[config.mk]
export PLATFORM = sky130hd
export DESIGN_NAME = key_debounce
export DESIGN_NICKNAME = d
export VERILOG_FILES = /design/src/rtl/key_debounce.sv
export SDC_FILE = /design/constraint.sdc
export NUM_CORES = 1
export LEC_CHECK = 0
export ABC_AREA = 1
export CORE_MARGIN = 2
export CORE_UTILIZATION = 40
export CTS_CLUSTER_DIAMETER = 50
export DETAILED_ROUTE_END_ITERATION = 8
export GPL_TIMING_DRIVEN = 0
export PLACE_DENSITY = 0.66
export SETUP_SLACK_MARGIN = 0.3
export SLEW_MARGIN = 20
export SYNTH_ARGS = -nofsm -noshare
export SYNTH_HDL_FRONTEND = slang
export SYNTH_SLANG_ARGS = --single-unit
[constraint.sdc]
create_clock -name clk -period 3.85 [get_ports clk]
set_input_delay 1.155 -clock clk [delete_from_list [all_inputs] [get_ports clk]]
set_output_delay 1.155 -clock clk [all_outputs]
set_load 0.05 [all_outputs]
[src/rtl/key_debounce.sv]
// key_debounce: four independent debounced channels with one-cycle rise/fall
// pulses. Each channel runs a two-flop synchronizer, then a run-length counter.
// The counter must see the synchronized input disagree with the debounced
// level for DEBOUNCE_CYCLES consecutive cycles before the level follows it.
// Optional build macro KEY_DEBOUNCE_TOGGLE_EN: adds a per-channel toggle flop
// that flips once per rising press. Without the macro, toggle is tied to 0.

module key_debounce_lane #(
  parameter int DEBOUNCE_CYCLES = 1000000
) (
  input  logic clk,
  input  logic rst_n,
  input  logic in,
  output logic level,
  output logic rise,
  output logic fall,
  output logic toggle
);
  localparam int CW = $clog2(DEBOUNCE_CYCLES);
  localparam logic [CW-1:0] LAST = CW'(DEBOUNCE_CYCLES - 1);

  logic          sync1, sync2;
  logic [CW-1:0] cnt;
  logic          differ, settle;

  assign differ = (sync2 != level);
  assign settle = differ && (cnt == LAST);

  // two-flop synchronizer for the raw asynchronous input
  always_ff @(posedge clk or negedge rst_n) begin
    if (!rst_n) begin
      sync1 <= 1'b0;
      sync2 <= 1'b0;
    end else begin
      sync1 <= in;
      sync2 <= sync1;
    end
  end

  // run-length counter: any agreement (bounce back) restarts it, and it clears
  // on the settling edge, so it never goes past LAST and never wraps
  always_ff @(posedge clk or negedge rst_n) begin
    if (!rst_n)                 cnt <= '0;
    else if (!differ || settle) cnt <= '0;
    else                        cnt <= cnt + CW'(1);
  end

  // debounced level and its edge pulses, all registered on the settling edge
  always_ff @(posedge clk or negedge rst_n) begin
    if (!rst_n) begin
      level <= 1'b0;
      rise  <= 1'b0;
      fall  <= 1'b0;
    end else begin
      rise <= settle &&  sync2;
      fall <= settle && !sync2;
      if (settle) level <= sync2;
    end
  end

`ifdef KEY_DEBOUNCE_TOGGLE_EN
  // toggle flips on the edge following each rise pulse
  always_ff @(posedge clk or negedge rst_n) begin
    if (!rst_n)    toggle <= 1'b0;
    else if (rise) toggle <= ~toggle;
  end
`else
  assign toggle = 1'b0;
`endif

endmodule

module key_debounce #(
  parameter int DEBOUNCE_CYCLES = 1000000
) (
  input  logic       clk,
  input  logic       rst_n,
  input  logic [3:0] in,
  output logic [3:0] level,
  output logic [3:0] rise,
  output logic [3:0] fall,
  output logic [3:0] toggle
);
  localparam int NUM_LANES = 4;

  // one fully independent debounce lane per channel
  for (genvar g = 0; g < NUM_LANES; g++) begin : g_lane
    key_debounce_lane #(
      .DEBOUNCE_CYCLES(DEBOUNCE_CYCLES)
    ) u_lane (
      .clk    (clk),
      .rst_n  (rst_n),
      .in     (in[g]),
      .level  (level[g]),
      .rise   (rise[g]),
      .fall   (fall[g]),
      .toggle (toggle[g])
    );
  end

endmodule

==> reports/qor.txt <==
initial antenna violation count: 0
final worst slack: 1060 ps
leakage power figure: 2.70 nW
Min-Delay Path Class: reg -> reg
Min Hold Slack: 348 ps
total clock buffers created by CTS: 9
Post-Synth XOR/XNOR Area: 7.41%
crit path capture type: primary output
area post-placement: 5750 um^2
multiplexer area fraction after synthesis: 0%
Diodes inserted: 0
number of top-level pins: 22
top-area cell type share of the netlist area: 47.1%
source-to-sink clock delay at the later pin of the worst-skew pair: 350 ps
buffers inserted during post-CTS setup optimization: 0
Pins Over Slew Limit: 0
WL final: 9.78 mm
most frequent cells after synthesis: 175 x sky130_fd_sc_hd__nand2_1, 173 x sky130_fd_sc_hd__nor2_1, 100 x sky130_fd_sc_hd__dfrtp_1
register-to-register path setup slack: 2240 ps
Arrival @ worst endpoint: 1630 ps
CTS H-tree lvls: 3
pwr/cell area: 350 nW/um^2
Core Area: 13100 um^2
All-Layer GR Usage: 15.4%
Yosys warnings: 0
signed area change from the synthesized netlist to the final layout: 14.0%
overflow left after global routing: 0
FF+latch count, synth: 100
weighted congestion at the end of routability-driven global placement: 0.866
DRC violation total after the first TritonRoute iteration: 238
Clock Tree Root: sky130_fd_sc_hd__clkbuf_16
time the final worst path needs with I/O delays and setup: 2790 ps
synthesized-area fraction occupied by adder cells: 0.941%
Max clock buf depth: 2
worst r2r path cells: 7
leading area contributor after synthesis: sky130_fd_sc_hd__dfrtp_1
largest incremental delay on the critical path: 780 ps
vertical die dimension: 119 um
Worst Hold Depth: 0
normalized max-slew margin: 66.7%
global-route wire length before repair: 17.9 mm
top-count cell post-synth: sky130_fd_sc_hd__nand2_1
worst setup path startpoint: g_lane[1].u_lane.level
data required time at the worst endpoint: 2690 ps
endpoints failing setup: 0
synth unique cells: 25
worst-path cell with the longest stage delay: sky130_fd_sc_hd__clkdlybuf4s50_1
end of the critical path: level[1]
run status: finished clean
Critical Path Start Type: flip-flop
post-detailed-route via-to-cell ratio: 4.55
transition time at the pin with the least slew margin: 497 ps
final worst-path cycle share: 72.4%
Antenna Violating Nets Remaining: 0
Post-CTS Hold Fix Bufs: 0
simple-gate portion of the synthesized area: 34.5%
clock tree from TritonCTS: built
count of buffers inserted at the top-level ports: 17
maximum number of pins on one net before global-route repair: 71
EDFF count, synth: 0
clk slew on worst S/H paths: 60 ps
dominant combinational cell family by area after synthesis: simple AND/OR/NAND/NOR gates
non-filler instance count after layout: 906
beginning of the worst register-to-register path: g_lane[2].u_lane.cnt[0]
post-route design area: 6060 um^2
count of final hold-check violations: 0
Max Clock Skew: 3.81 ps
share of flip-flops with an asynchronous set or reset: 100%
Synth Cell Area: 5320 um^2
Site Rows: 42
sum of negative setup slack: 0 ps
max-cap check violation count: 0
sequential cell area fraction in the yosys report: 47.1%
RSZ-0062 raised after global routing: false
average footprint of a synthesized cell: 7.66 um^2
HPWL reported at the end of detailed placement: 7.01 mm
drt pass-1 iters: 4
ys flop type: sky130_fd_sc_hd__dfrtp_1
CTS sink cnt: 100
synthesized-area fraction occupied by ao, oa, aoi and oai cells: 1.51%
NumNets Final: 736
maximum clock rate: 0.359 GHz
minimum setup slack after placement: 1420 ps
Routed WL per cell: 10.8 um
overall die width: 119 um
number of cells after detailed placement: 891
overall die area: 14200 um^2
capturing point of the worst reg2reg path: g_lane[2].u_lane.cnt[14]
kind of cell with the highest combined delay on the critical path: buffers and inverters
vias after detailed routing: 4118
vias in the first global route: 4044
crit path kind: reg -> out
critical path fanouts, max: 4
initial cell density of the core: 40.5%
layout cell share with drive strength beyond 1: 8.36%
post-route DRC violation count: 0
count of mapped cells out of synthesis: 694
post-CTS resize count: 0
critical path cell sequence: buf_4 > clkdlybuf4s50_1
Crit. path cell count: 2
buffer and inverter count on the worst path: 2
ranking of synthesized cells by area: sky130_fd_sc_hd__dfrtp_1 47%, sky130_fd_sc_hd__nand2_1 12%, sky130_fd_sc_hd__nor2_1 12%
worst min-delay path startpoint: g_lane[2].u_lane.sync1
Peak supply drop: 249 uV
[metrics by stage]
| stage | util (%) | power [mW] |
|---|---|---|
| 6_report | 46.2 | 2.12 |
| 5_1_grt | 46.2 | 2.21 |
| 4_1_cts | 46.2 | 2.17 |
| 3_5_place_dp | 43.8 | 1.18 |
| 3_3_place_gp | 43.5 | 1.18 |
| 2_1_floorplan | - | 1.14 |
[state kept, by name, indices dropped and copies added (netlist names)]
signal	count
g_lane.u_lane.sync2	4
g_lane.u_lane.cnt	80
g_lane.u_lane.level	4
g_lane.u_lane.fall	4
g_lane.u_lane.sync1	4
g_lane.u_lane.rise	4
[cell type report]
cell class / instances / area [um^2]
buffer: 21 / 169
clock buffer: 11 / 243
clock inverter: 4 / 73.8
fill: 1343 / 7070
inverter: 76 / 285
multi-input combinational: 500 / 2370
sequential: 100 / 2500
tap: 176 / 220
timing repair buffer: 18 / 199
[how the worst min path moves through the flow]
stage	endpoint
2_1_floorplan	g_lane[0].u_lane.sync2
3_3_place_gp	g_lane[2].u_lane.sync2
3_5_place_dp	g_lane[2].u_lane.sync2
4_1_cts	g_lane[2].u_lane.sync2
5_1_grt	g_lane[1].u_lane.sync2
6_report	g_lane[2].u_lane.sync2
[power breakdown]
group          switching (mW)  total, mW  internal, mW
Clock                   0.379      0.962         0.584
Combinational          0.0564     0.0840        0.0277
Sequential             0.0122       1.08          1.06
[cell usage in the layout (no fill, tap or decap), types with 2 or more instances in the layout]
| cell type | instances |
|---|---|
| sky130_fd_sc_hd__nand4_1 | 11 |
| sky130_fd_sc_hd__buf_6 | 4 |
| sky130_fd_sc_hd__inv_2 | 2 |
| sky130_fd_sc_hd__conb_1 | 4 |
| sky130_fd_sc_hd__o21ai_0 | 4 |
| sky130_fd_sc_hd__nor2_1 | 173 |
| sky130_fd_sc_hd__xnor2_1 | 18 |
| sky130_fd_sc_hd__nand3_2 | 3 |
| sky130_fd_sc_hd__ha_1 | 4 |
| sky130_fd_sc_hd__buf_4 | 18 |
| sky130_fd_sc_hd__nor3_1 | 7 |
| sky130_fd_sc_hd__nand3_1 | 43 |
| sky130_fd_sc_hd__bufinv_16 | 2 |
| sky130_fd_sc_hd__nand2_2 | 4 |
| sky130_fd_sc_hd__dfrtp_1 | 100 |
| sky130_fd_sc_hd__xor2_1 | 27 |
| sky130_fd_sc_hd__nor2_4 | 6 |
| sky130_fd_sc_hd__clkdlybuf4s50_1 | 16 |
| sky130_fd_sc_hd__nor2_2 | 5 |
| sky130_fd_sc_hd__nand2_4 | 3 |
| sky130_fd_sc_hd__clkbuf_16 | 9 |
| sky130_fd_sc_hd__o21bai_1 | 4 |
| sky130_fd_sc_hd__a21oi_1 | 6 |
| sky130_fd_sc_hd__inv_1 | 74 |
| sky130_fd_sc_hd__nand2_1 | 175 |
[logic make-up (layout without fill, tap and decap cells)]
kind of cell	Yosys count	count (layout)
XOR/XNOR	45	45
other	1	4
AND/OR/NAND/NOR	433	433
buffers and inverters	97	130
adder cells (fa/ha/maj)	4	4
flip-flops	100	100
AO/OA/AOI/OAI	14	14
[layer usage]
metal  routed length, um  track usage (%)  vias to the layer above
li1                    -                -                     2158
met3                 350             4.69                       13
met1                4790             19.3                     1897
met2                4500             25.5                       50
met5                   0                0                        -
met4                 138             4.71                        0
Power figures use the tool's default switching activity.
==> RTL edit 1, RTL diff (config.mk and constraints unchanged) <==
Build with the macro `KEY_DEBOUNCE_TOGGLE_EN` defined.
--- a/src/rtl/key_debounce.sv
+++ b/src/rtl/key_debounce.sv
@@ -4,6 +4,8 @@
 // level for DEBOUNCE_CYCLES consecutive cycles before the level follows it.
 // Optional build macro KEY_DEBOUNCE_TOGGLE_EN: adds a per-channel toggle flop
 // that flips once per rising press. Without the macro, toggle is tied to 0.
+
+`define KEY_DEBOUNCE_TOGGLE_EN
 
 module key_debounce_lane #(
   parameter int DEBOUNCE_CYCLES = 1000000
Function: same outputs for any inputs over 10 cycles, from zero or initial values and one cycle with rst_n low; that may be too few to reach the edited logic, so the function may still have changed.
==> RTL edit 1 against the original RTL <==
- power up 1.3%
- area after synthesis up 4.2%
- worst setup slack worse by 0.068 ns
- hold slack better by 0.0041 ns
- wire length up 4.2%
- sequential cell count up 4
- final area up 4.1%
- clock power down 1%
- sequential share of layout area about the same
- fmax down 2.4%
==> RTL edit 1: results (changes against the original RTL) <==
metric;value;unit;change
grt_use_met1;19.5;%;+0.15 points
arrival;1.70;ns;+0.07 ns
grtUsageMet3;3.37;%;-1.3 points
slowest_delay;0.81;ns;+0.03 ns
synthesis.nets;704;;
grt_use_total;15.0;%;-0.38 points
grt_use_met2;24.6;%;-0.96 points
drtIter0Drc;349;;+47%
hold_class;register to register;;
firstDrtPassIters;5;;+1
top_register;g_lane.u_lane.cnt;;
async_flop_share;100;%;unchanged
dp_hpwl;7590;µm;+8.3%
finClkSkew;0.00908;ns;+0.00527 ns
gp_congestion;0.906;;+4.7%
port_buffers;21;;+4
ys.flop_type;dfrtp_1;;
syn_area_per_cell;7.98;µm²;+4.2%
outcome;complete, no violations;;
tightest_slew;0.544;ns;+0.0464 ns
grt_max_degree;57;;-20%
leakagePower;0.00279;µW;+3.2%
clk_pin_slew;0.07;ns;
synth_area_leaders;dfrtp_1 47%, nand2_1 11%, nor2_1 10%, xor2_1 5.1%, inv_1 4.6%;;
finalSetupViolations;0;;unchanged
cts_root_buf;clkbuf_16;;
drive_gt1_share;11.9;%;+3.5 points
wl;10200;µm;+4.2%
ir_drop;214;µV;-14%
vias;4154;;+0.87%
power_density;341;nW/µm²;-2.7%
worst-path-max-fanout;2;;-2
cts_buffers;9;;unchanged
placed_area;6000;µm²;+4.4%
final_nets;737;;+0.14%
largest_reg_flops;80;;unchanged
htree_num_levels;3;;unchanged
diodes;0;;unchanged
post_cts_resized;0;;unchanged
grt_pass1_vias;4063;;+0.47%
antenna_found_initial;0;;unchanged
clock_latency;0.35;ns;about the same
wl_per_cell;11.2;µm;+4.0%
yosysUniqueCellTypes;25;;unchanged
synth_commonest_cells;164 x nand2_1, 153 x nor2_1, 104 x dfrtp_1;;
ys_warn_count;0;;unchanged
slowest_stage;clkdlybuf4s50_1;;
grt_pass1_wl;18000;µm;+0.50%
cts_setup_buffers;0;;unchanged
fillers;1324;;-1.4%
placed_cells;892;;+0.11%
synth_seq_area_share;47.0;%;-0.074 points
==> RTL edit 1: cells by family (layout without fill, tap and decap cells) <==
group                    after synthesis  count (layout)  share of synthesized area (%)
buffers and inverters                 90             128                           8.04
flip-flops                           104             104                           47.0
AO/OA/AOI/OAI                         20              20                           2.12
XOR/XNOR                              49              49                           7.75
AND/OR/NAND/NOR                      427             427                           34.2
adder cells (fa/ha/maj)                4               4                          0.904
==> RTL edit 1: final cells by class <==
type	instances	area share (%)
sequential	104	41.2
multi-input combinational	500	39.5
inverter	70	4.16
clock buffer	12	4.06
timing repair buffer	22	3.79
tap	176	3.49
buffer	20	2.89
clock inverter	4	0.892
==> RTL edit 1: worst paths after layout <==
| kind | start | end | slack (ns) | cells after the start |
|---|---|---|---|---|
| worst max-delay path | g_lane[0].u_lane.toggle | toggle[0] | 0.99 | 2 |
| worst max register to register | g_lane[1].u_lane.cnt[0] | g_lane[1].u_lane.cnt[3] | 2.25 | 7 |
| max in group asynchronous | rst_n | g_lane[0].u_lane.cnt[13] | 2.50 | 2 |
| min in group asynchronous | rst_n | g_lane[1].u_lane.cnt[6] | 0.72 | 1 |
| worst min-delay path | g_lane[0].u_lane.sync1 | g_lane[0].u_lane.sync2 | 0.35 | 0 |
| worst min register to register | g_lane[0].u_lane.sync1 | g_lane[0].u_lane.sync2 | 0.35 | 0 |
==> RTL edit 1: where the power goes <==
part	switching, µW	internal, µW	leakage (µW)	total [µW]
clock	404	547	0.000154	951
sequential	13.3	1110	0.00142	1120
combinational	51.9	28.2	0.00121	80.1
==> RTL edit 1: routing by layer <==
metal / share of wire [%] / vias to the layer above
li1: - / 2182
met1: 49 / 1911
met2: 47 / 48
met3: 2.8 / 13
met4: 1.5 / 0
met5: 0 / -
==> RTL edit 1: critical path: cells and delay by family, from the launching register on <==
kind                   cells  cell delay (ns)
flip-flops                 1             0.41
buffers and inverters      2             0.94
==> RTL edit 1: metrics by stage <==
stage / hold WS [ns] / total power [µW] / setup slack [ns]
detailed placement: 0.339 / 1220 / 1.37
global placement: 0.339 / 1220 / -2.27
global route: 0.368 / 2230 / 0.939
CTS: 0.355 / 2180 / 0.973
floorplan: 0.331 / 1180 / 2.13
finish: 0.352 / 2150 / 0.994
==> RTL edit 2, RTL diff (same flow settings) <==
Made on the original files. Put a register stage on the output `fall`. The value now appears one clock later. The other outputs are not delayed to match. Comments in the files are not updated.
--- a/src/rtl/key_debounce.sv
+++ b/src/rtl/key_debounce.sv
@@ -83,6 +83,8 @@
 );
   localparam int NUM_LANES = 4;
 
+  logic [3:0] fall_d;
+
   // one fully independent debounce lane per channel
   for (genvar g = 0; g < NUM_LANES; g++) begin : g_lane
     key_debounce_lane #(
@@ -93,10 +95,14 @@
       .in     (in[g]),
       .level  (level[g]),
       .rise   (rise[g]),
-      .fall   (fall[g]),
+      .fall   (fall_d[g]),
       .toggle (toggle[g])
     );
   end
 
+  always_ff @(posedge clk) begin
+      fall <= fall_d;
+  end
+
 endmodule
 
Formal check against the unedited RTL: same outputs for any inputs over 10 cycles, from zero or initial values and one cycle with rst_n low; that may be too few to reach the edited logic, so the function may still have changed.
==> RTL edit 2 against the original RTL <==
- global-route usage up 0.11 points
- core utilization rose by 0.46 points
- wire length rose by 1.4%
- final area increased by 1.4%
- worst setup slack got worse by 0.022 ns
- area after synthesis is 0.94% higher
- power increased by 6.6%
- sequential cell count up 4
- combinational power down 0.5%
- critical endpoint is now level[2]
- largest power group unchanged
==> RTL edit 2: results (changes against the original RTL) <==
metric;value;unit;change
outcome;complete, no violations;;
gp_congestion;0.851;;-1.8%
seq_share;42.0;%;+0.73 points
firstDrtPassIters;5;;+1
drive_gt1_share;8.07;%;-0.29 points
grt_use_total;15.5;%;+0.11 points
min_to;fall[0];;
synth_area_leaders;dfrtp_1 47%, nand2_1 12%, nor2_1 12%, inv_1 5.2%, xor2_1 4.4%;;
fillers;1305;;-2.8%
wl_per_cell;10.9;µm;+1.3%
dp_hpwl;7120;µm;+1.6%
p_comb_share;3.7;%;-0.3 points
finClkSkew;0.00513;ns;+0.00133 ns
hold_slack;0.342;ns;-0.00598 ns
worst-path-max-fanout;3;;-1
grt_pass1_wl;17900;µm;about the same
routed_via_density;4.50;;-0.96%
dpl_worst_slack;1.40;ns;-0.0173 ns
port_buffers;17;;unchanged
multi_input_area;2370;µm²;unchanged
slowest_stage;clkdlybuf4s50_1;;
hold_start;g_lane[0].u_lane.fall;;
synth-compound-area-share;1.49;%;-0.014 points
syn_area_per_cell;7.73;µm²;+0.94%
pwr.group.sequential;1120;µW;+4%
cts_buffers;9;;unchanged
ff2ff_setup_slack;2.23;ns;
rr_endpoint;g_lane[2].u_lane.cnt[16];;
power_density;368;nW/µm²;+5.2%
drtIter0Drc;276;;+16%
async_flop_share;96.2;%;-3.8 points
grt_pass1_vias;3918;;-3.1%
ir_drop;358;µV;+44%
die_w;120;µm;+0.45%
clkbuf_count;10;;-1
clk_share;5.72;%;+0.50 points
final_util;46.6;%;+0.46 points
htree_num_levels;3;;unchanged
synth_seq_cells;104;;+4.0%
synth_xor_area_share;7.34;%;-0.069 points
grt_max_degree;72;;+1.4%
synthAdderAreaFrac;0.932;%;-0.0088 points
placed_area;5800;µm²;+0.87%
p_switching;474;µW;+6.1%
non_clock_buffer_count;35;;-10%
wl;9920;µm;+1.4%
leakagePower;0.00273;µW;+1.0%
synth_seq_area_share;48.1;%;+1.1 points
tightest_slew;0.510;ns;+0.0126 ns
==> RTL edit 2: metal layers <==
layer / wire, µm / GRT usage (%) / vias to the layer above
li1: - / - / 2169
met1: 5020 / 20.7 / 1859
met2: 4470 / 24.6 / 46
met3: 322 / 4.42 / 9
met4: 111 / 4.63 / 0
met5: 0 / 0 / -
==> RTL edit 2: logic make-up after synthesis <==
family | Yosys count
buffers and inverters | 93
AOI/OAI and AO/OA | 14
xor gates and xnor gates | 45
other | 1
and+or+nand+nor | 433
DFF | 104
adders and majority gates | 4
==> RTL edit 2: how the worst max path moves through the flow <==
stage                                       from                       to  slack, ns
final                     g_lane[2].u_lane.level                 level[2]       1.04
after global placement                     rst_n  g_lane[3].u_lane.cnt[2]      -2.18
after global routing      g_lane[2].u_lane.level                 level[2]       0.97
after CTS                 g_lane[1].u_lane.level                 level[1]       1.01
after detailed placement  g_lane[1].u_lane.level                 level[1]       1.40
after floorplan                          fall[0]                  fall[0]       2.11
